File: src/rtl/mem_arb_pkg.sv
// Shared types and constants for the two-requester memory arbiter.
//   arb_state_t : arbiter FSM states
//   arb_src_t   : requester identity (instruction fetch / data)
//   MEM_READ / MEM_WRITE : encoding of mem_rw
package mem_arb_pkg;

  typedef enum logic [1:0] {
    ARB_IDLE = 2'd0,
    ARB_IF   = 2'd1,
    ARB_D    = 2'd2
  } arb_state_t;

  typedef enum logic {
    SRC_IF = 1'b0,
    SRC_D  = 1'b1
  } arb_src_t;

  localparam logic MEM_READ  = 1'b0;
  localparam logic MEM_WRITE = 1'b1;

endpackage

File: src/rtl/mem_arb_pick.sv
// Combinational winner selection between the fetch and data requesters.
// Configuration macro: MEM_ARB_ROUND_ROBIN_EN
//   undefined : a tie always goes to the data port
//   defined   : a tie goes to the requester that was not granted last
// Ports:
//   if_req, d_req : request lines
//   last_grant    : requester granted on the most recent transfer
//   pick_src      : selected requester (valid only when pick_valid)
//   pick_valid    : at least one request present
module mem_arb_pick
  import mem_arb_pkg::*;
(
  input  logic     if_req,
  input  logic     d_req,
  input  arb_src_t last_grant,
  output arb_src_t pick_src,
  output logic     pick_valid
);

  always_comb begin
    pick_valid = if_req | d_req;
    pick_src   = SRC_D;
    if (if_req && d_req) begin
`ifdef MEM_ARB_ROUND_ROBIN_EN
      pick_src = (last_grant == SRC_D) ? SRC_IF : SRC_D;
`else
      pick_src = SRC_D;
`endif
    end else if (if_req) begin
      pick_src = SRC_IF;
    end
  end

`ifndef MEM_ARB_ROUND_ROBIN_EN
  // Fixed priority has no use for history; keep the port for a uniform interface.
  logic unused_last_grant;
  assign unused_last_grant = last_grant;
`endif

endmodule

File: src/rtl/mem_arbiter.sv
// Arbitrates an instruction-fetch port and a data port onto one memory port.
// One transaction in flight at a time; grant is combinational in ARB_IDLE.
// Configuration macro: MEM_ARB_ROUND_ROBIN_EN (tie-break policy, see mem_arb_pick).
// Ports:
//   clk, nreset            : clock, asynchronous active-high reset
//   if_req/if_addr         : fetch request; if_gnt accept, if_rvalid/if_rdata completion
//   d_req/d_rw/d_addr/d_wdata : data request; d_gnt accept, d_rvalid/d_rdata completion
//   mem_req/mem_rw/mem_addr/mem_wdata : shared memory request
//   mem_rdata/mem_ready    : memory response
//   busy                   : a transaction is in flight
module mem_arbiter
  import mem_arb_pkg::*;
#(
  parameter int ADDR_W = 32,
  parameter int DATA_W = 32
) (
  input  logic              clk,
  input  logic              nreset,
  input  logic              if_req,
  input  logic [ADDR_W-1:0] if_addr,
  output logic              if_gnt,
  output logic              if_rvalid,
  output logic [DATA_W-1:0] if_rdata,
  input  logic              d_req,
  input  logic              d_rw,
  input  logic [ADDR_W-1:0] d_addr,
  input  logic [DATA_W-1:0] d_wdata,
  output logic              d_gnt,
  output logic              d_rvalid,
  output logic [DATA_W-1:0] d_rdata,
  output logic              mem_req,
  output logic              mem_rw,
  output logic [ADDR_W-1:0] mem_addr,
  output logic [DATA_W-1:0] mem_wdata,
  input  logic [DATA_W-1:0] mem_rdata,
  input  logic              mem_ready,
  output logic              busy
);

  arb_state_t        state_q, state_d;
  logic              mem_req_q, mem_req_d;
  logic              mem_rw_q, mem_rw_d;
  logic [ADDR_W-1:0] mem_addr_q, mem_addr_d;
  logic [DATA_W-1:0] mem_wdata_q, mem_wdata_d;
  logic              if_rvalid_q, if_rvalid_d;
  logic              d_rvalid_q, d_rvalid_d;
  logic [DATA_W-1:0] if_rdata_q, if_rdata_d;
  logic [DATA_W-1:0] d_rdata_q, d_rdata_d;

  arb_src_t last_grant;
  arb_src_t pick_src;
  logic     pick_valid;

`ifdef MEM_ARB_ROUND_ROBIN_EN
  arb_src_t last_grant_q, last_grant_d;
  assign last_grant = last_grant_q;
`else
  assign last_grant = SRC_D;
`endif

  mem_arb_pick u_pick (
    .if_req     (if_req),
    .d_req      (d_req),
    .last_grant (last_grant),
    .pick_src   (pick_src),
    .pick_valid (pick_valid)
  );

  // Grants are gated by reset so every output reads 0 while nreset is high.
  assign if_gnt = !nreset && (state_q == ARB_IDLE) && pick_valid && (pick_src == SRC_IF);
  assign d_gnt  = !nreset && (state_q == ARB_IDLE) && pick_valid && (pick_src == SRC_D);
  assign busy   = (state_q != ARB_IDLE);

  always_comb begin
    state_d     = state_q;
    mem_req_d   = mem_req_q;
    mem_rw_d    = mem_rw_q;
    mem_addr_d  = mem_addr_q;
    mem_wdata_d = mem_wdata_q;
    if_rvalid_d = 1'b0;
    d_rvalid_d  = 1'b0;
    if_rdata_d  = if_rdata_q;
    d_rdata_d   = d_rdata_q;
`ifdef MEM_ARB_ROUND_ROBIN_EN
    last_grant_d = last_grant_q;
`endif
    unique case (state_q)
      ARB_IDLE: begin
        if (if_gnt) begin
          state_d     = ARB_IF;
          mem_req_d   = 1'b1;
          mem_rw_d    = MEM_READ;
          mem_addr_d  = if_addr;
          mem_wdata_d = '0;
`ifdef MEM_ARB_ROUND_ROBIN_EN
          last_grant_d = SRC_IF;
`endif
        end else if (d_gnt) begin
          state_d     = ARB_D;
          mem_req_d   = 1'b1;
          mem_rw_d    = d_rw;
          mem_addr_d  = d_addr;
          mem_wdata_d = d_wdata;
`ifdef MEM_ARB_ROUND_ROBIN_EN
          last_grant_d = SRC_D;
`endif
        end
      end
      ARB_IF: begin
        if (mem_ready) begin
          state_d     = ARB_IDLE;
          mem_req_d   = 1'b0;
          if_rvalid_d = 1'b1;
          if_rdata_d  = mem_rdata;
        end
      end
      ARB_D: begin
        if (mem_ready) begin
          state_d    = ARB_IDLE;
          mem_req_d  = 1'b0;
          d_rvalid_d = 1'b1;
          if (mem_rw_q == MEM_READ) d_rdata_d = mem_rdata;
        end
      end
      default: begin
        state_d   = ARB_IDLE;
        mem_req_d = 1'b0;
      end
    endcase
  end

  always_ff @(posedge clk or posedge nreset) begin
    if (nreset) begin
      state_q     <= ARB_IDLE;
      mem_req_q   <= 1'b0;
      mem_rw_q    <= 1'b0;
      mem_addr_q  <= '0;
      mem_wdata_q <= '0;
      if_rvalid_q <= 1'b0;
      d_rvalid_q  <= 1'b0;
      if_rdata_q  <= '0;
      d_rdata_q   <= '0;
`ifdef MEM_ARB_ROUND_ROBIN_EN
      last_grant_q <= SRC_D;
`endif
    end else begin
      state_q     <= state_d;
      mem_req_q   <= mem_req_d;
      mem_rw_q    <= mem_rw_d;
      mem_addr_q  <= mem_addr_d;
      mem_wdata_q <= mem_wdata_d;
      if_rvalid_q <= if_rvalid_d;
      d_rvalid_q  <= d_rvalid_d;
      if_rdata_q  <= if_rdata_d;
      d_rdata_q   <= d_rdata_d;
`ifdef MEM_ARB_ROUND_ROBIN_EN
      last_grant_q <= last_grant_d;
`endif
    end
  end

  assign mem_req   = mem_req_q;
  assign mem_rw    = mem_rw_q;
  assign mem_addr  = mem_addr_q;
  assign mem_wdata = mem_wdata_q;
  assign if_rvalid = if_rvalid_q;
  assign d_rvalid  = d_rvalid_q;
  assign if_rdata  = if_rdata_q;
  assign d_rdata   = d_rdata_q;

endmodule
File: config.mk
export PLATFORM = sky130hd
export DESIGN_NAME = mem_arbiter
export DESIGN_NICKNAME = d
export VERILOG_FILES = /design/src/rtl/mem_arb_pkg.sv /design/src/rtl/mem_arb_pick.sv /design/src/rtl/mem_arbiter.sv
export SDC_FILE = /design/constraint.sdc
export NUM_CORES = 1
export LEC_CHECK = 0
export CAP_MARGIN = 20
export CORE_ASPECT_RATIO = 0.8
export CORE_UTILIZATION = 36
export CTS_CLUSTER_DIAMETER = 40
export DETAILED_ROUTE_END_ITERATION = 8
export PLACE_DENSITY = 0.76
export SLEW_MARGIN = 20
export SYNTH_ARGS = -nofsm -noshare
export SYNTH_HDL_FRONTEND = slang
export SYNTH_SLANG_ARGS = --single-unit
File: constraint.sdc
create_clock -name clk -period 3.8 [get_ports clk]
set_clock_uncertainty 0.2 [all_clocks]
set_input_delay 0.38 -clock clk [delete_from_list [all_inputs] [get_ports clk]]
set_output_delay 0.38 -clock clk [all_outputs]
set_load 0.05 [all_outputs]
==> metrics.md <==
| Metric | Value |
|---|---|
| Run status | complete, no violations |
| Ys async rst share | 100.0% |
| CTS Hold Bufs | 0 |
| Share of cells above drive strength 1 | 20.16% |
| Area grow syn2layout | 65.64% |
| Root buffer cell | clkbuf_16 |
| Post-DP Area | 8128 um2 |
| Met1 track demand over resource | 20.89% |
| Synth Cell Area | 5265 um2 |
| Post_cts resized | 0 |
| Ant diodes | 0 |
| Vias in the first global route | 4264 |
| Hold Violations, Final | 0 |
| Pleak | 3.740 nW |
| Slew margin rel. | 38.06% |
| Pwr dens | 1074 nW/um2 |
| Clock Latency Late Sink | 400 ps |
| Internal power | 0.005045 W |
| Via/cell ratio | 4.939 |
| DR pass1 iterations | 4 |
| Worst VDD drop | 0.7629 mV |
| Synth top area share | 63.69% |
| Vias | 4020 |
| Core area | 14300 um2 |
| Setup violations, final | 0 |
| Worst path slowest cell | clkdlybuf4s50_1 |
| Global-route wire length before repair | 21530 um |
| Slew Viols, Final | 0 |
| Post-CTS setup buffers | 0 |
| Post-DP HPWL | 10360 um |
| Unrepaired setup endpoints after global routing | no |
| Critical Path End Type | primary output |
| Number of max-cap violations | 0 |
| Gr ovfl total | 0 |
| Crit Path Max Fanout | 7 |
| Yosys reg bits | 134 |
| Avg WL per Cell | 17.60 um |
| Post-route setup slack | 923.0 ps |
| EDFF count, synth | 0 |
| Top FF cell, synth | dfrtp_1 |
| Clock period minus worst slack | 2877 ps |
| Layout Nets | 755 |
| Psw | 0.004324 W |
| Remaining antenna violation count after routing | 0 |
| Tcrit/Tclk final | 75.71% |
| Worst path required time | 3220 ps |
| Gr busiest metal | met2 |
| CP cell instances | inv_1, ha_1, and3b_2, clkdlybuf4s50_1 |
| CTS Buf Count | 17 |
| Num Clock Sinks | 134 |
| Ports | 269 |
| Achievable Freq | 0.3476 GHz |
| R2r startpoint | state_q[0] |
| Mean Syn Cell Area | 15.17 um2 |
| Post-route setup TNS | 0 ps |
| Final wirelength | 14330 um |
| Startpoint class of the critical path | flip-flop |
| Sequential fraction of the synthesis area | 63.69% |
| Top cells by area, synth | dfrtp_1, mux2_2, a22o_1 |
| Largest net degree at the start of global routing | 49 |
| Post-route design area | 8721 um2 |
| GR Layer Usage met3 | 6.447% |
| Setup CP Type | reg -> out |
| DRC violations left | 0 |
| Hold Crit Class | in -> async |
| Routability Congestion | 0.7695 |
| H-tree level count | 4 |
| Gate power share | 56.4% |
| Register share of total power | 26.9% |
| CP Data Arrival Time | 2300 ps |
| Max clock buf depth | 2 |
| Initial DRC count | 109 |
| Max incr delay on CP | 820 ps |
| Met2 usage in global routing | 33.66% |
| Initial antenna violation count | 0 |
| Initial core utilization | 36.83% |
| GRT Total Usage | 19.12% |
| Worst slew pin tran | 929.1 ps |
| Gate Count Post-Synth | 347 |
| Post-synth top cells | dfrtp_1, mux2_2, a22o_1 |
| Die Width | 137.2 um |
| Die Area | 15120 um2 |
| Rows | 39 |
| CTS tree | built |
| Die H | 110.2 um |
| Port Buf Inserts | 268 |
| Syn Nets | 484 |
| Worst-path clk slew | 60 ps |
| Worst setup path start | state_q[0] |
| Area leader, netlist | dfrtp_1 |
| Synth Warn # | 0 |
| Worst slack, placed | 1154 ps |
| Netlist cell types | 25 |
| Top-count cell post-synth | dfrtp_1 |
| Clk network pwr share | 16.6% |
| Net Sw Frac | 46.15% |
## worst paths after layout
kind / slack (ps) / end / cells past startpoint
min reg2reg: 300 / d_rdata[19] / 1
min in group clk: 300 / d_rdata[19] / 1
max in group asynchronous: 2440 / d_rdata[11] / 4
max: 920 / d_gnt / 4
max reg2reg: 1370 / mem_addr[14] / 5
min: 230 / mem_addr[29] / 2
## layout by cell type (no fill, tap or decap), drive strengths merged
master,n
clkinvlp,4
or2,1
a221o,14
a21oi,2
and2,15
o21ai,3
o22ai,1
bufinv,2
clkdlybuf4s50,267
nand2,1
mux2,82
buf,8
nand4bb,1
clkbuf,18
nor2b,2
and3b,1
ha,3
dfrtp,134
inv,5
nand2b,5
nor2,2
clkinv,8
a22o,51
## state kept, by name (all words and copies together) (netlist names)
name	cells
d_rvalid	1
mem_wdata	32
state_q	2
if_rvalid	1
if_rdata	32
mem_rw	1
mem_addr	32
d_rdata	32
mem_req	1
## worst max-delay path, delay by kind of cell, from the launching register on
| kind | cells | cell delay, ps |
|---|---|---|
| buffers and inverters | 2 | 940 |
| DFF | 1 | 380 |
| adders and majority gates | 1 | 310 |
| and+or+nand+nor | 1 | 270 |
## per-stage QoR
step           std cells  util, %  hold WS [ps]  total power [W]
6_report             814    61.00         234.4         0.009369
5_1_grt              814    61.00         288.5         0.009784
4_1_cts              813    60.86         305.0         0.009452
3_5_place_dp         782    56.85         292.2         0.007841
3_3_place_gp         782    56.83         283.3         0.007741
2_1_floorplan        347        -         311.7         0.005961
## power groups by stage
stage	clock, W	sequential [W]	combinational [W]
4_1_cts	0.00160	0.00252	0.00533
2_1_floorplan	0	0.00495	0.00101
5_1_grt	0.00167	0.00261	0.00550
3_3_place_gp	0	0.00249	0.00525
6_report	0.00156	0.00252	0.00529
3_5_place_dp	0	0.00253	0.00531
## metal layers
| metal | up-vias | wire length (um) |
|---|---|---|
| met3 | 28 | 1129 |
| li1 | 1820 | - |
| met5 | - | 0 |
| met2 | 180 | 7051 |
| met4 | 0 | 374 |
| met1 | 1992 | 5772 |
## kinds of logic (layout without fill, tap and decap cells)
kind of cell               count (synthesis)  count (layout)  synth area share (%)
and+or+nand+nor                           28              28                 3.469
AOI/OAI and AO/OA                         71              71                 11.74
muxes                                     82              82                 17.54
DFF                                      134             134                 63.69
buffers and inverters                     29             312                 2.851
adders and majority gates                  3               3                0.7130
## layout make-up
cell class	instances	area (um2)
clock inverters	13	133.9
multi-input cells	184	1768
repair buffers	275	2770
well taps	184	230.2
flip-flops and latches	134	3353
inverters	6	26.28
fillers	1110	5577
clock buffers	18	439.2
No activity file was read; power rests on OpenSTA's default activity.
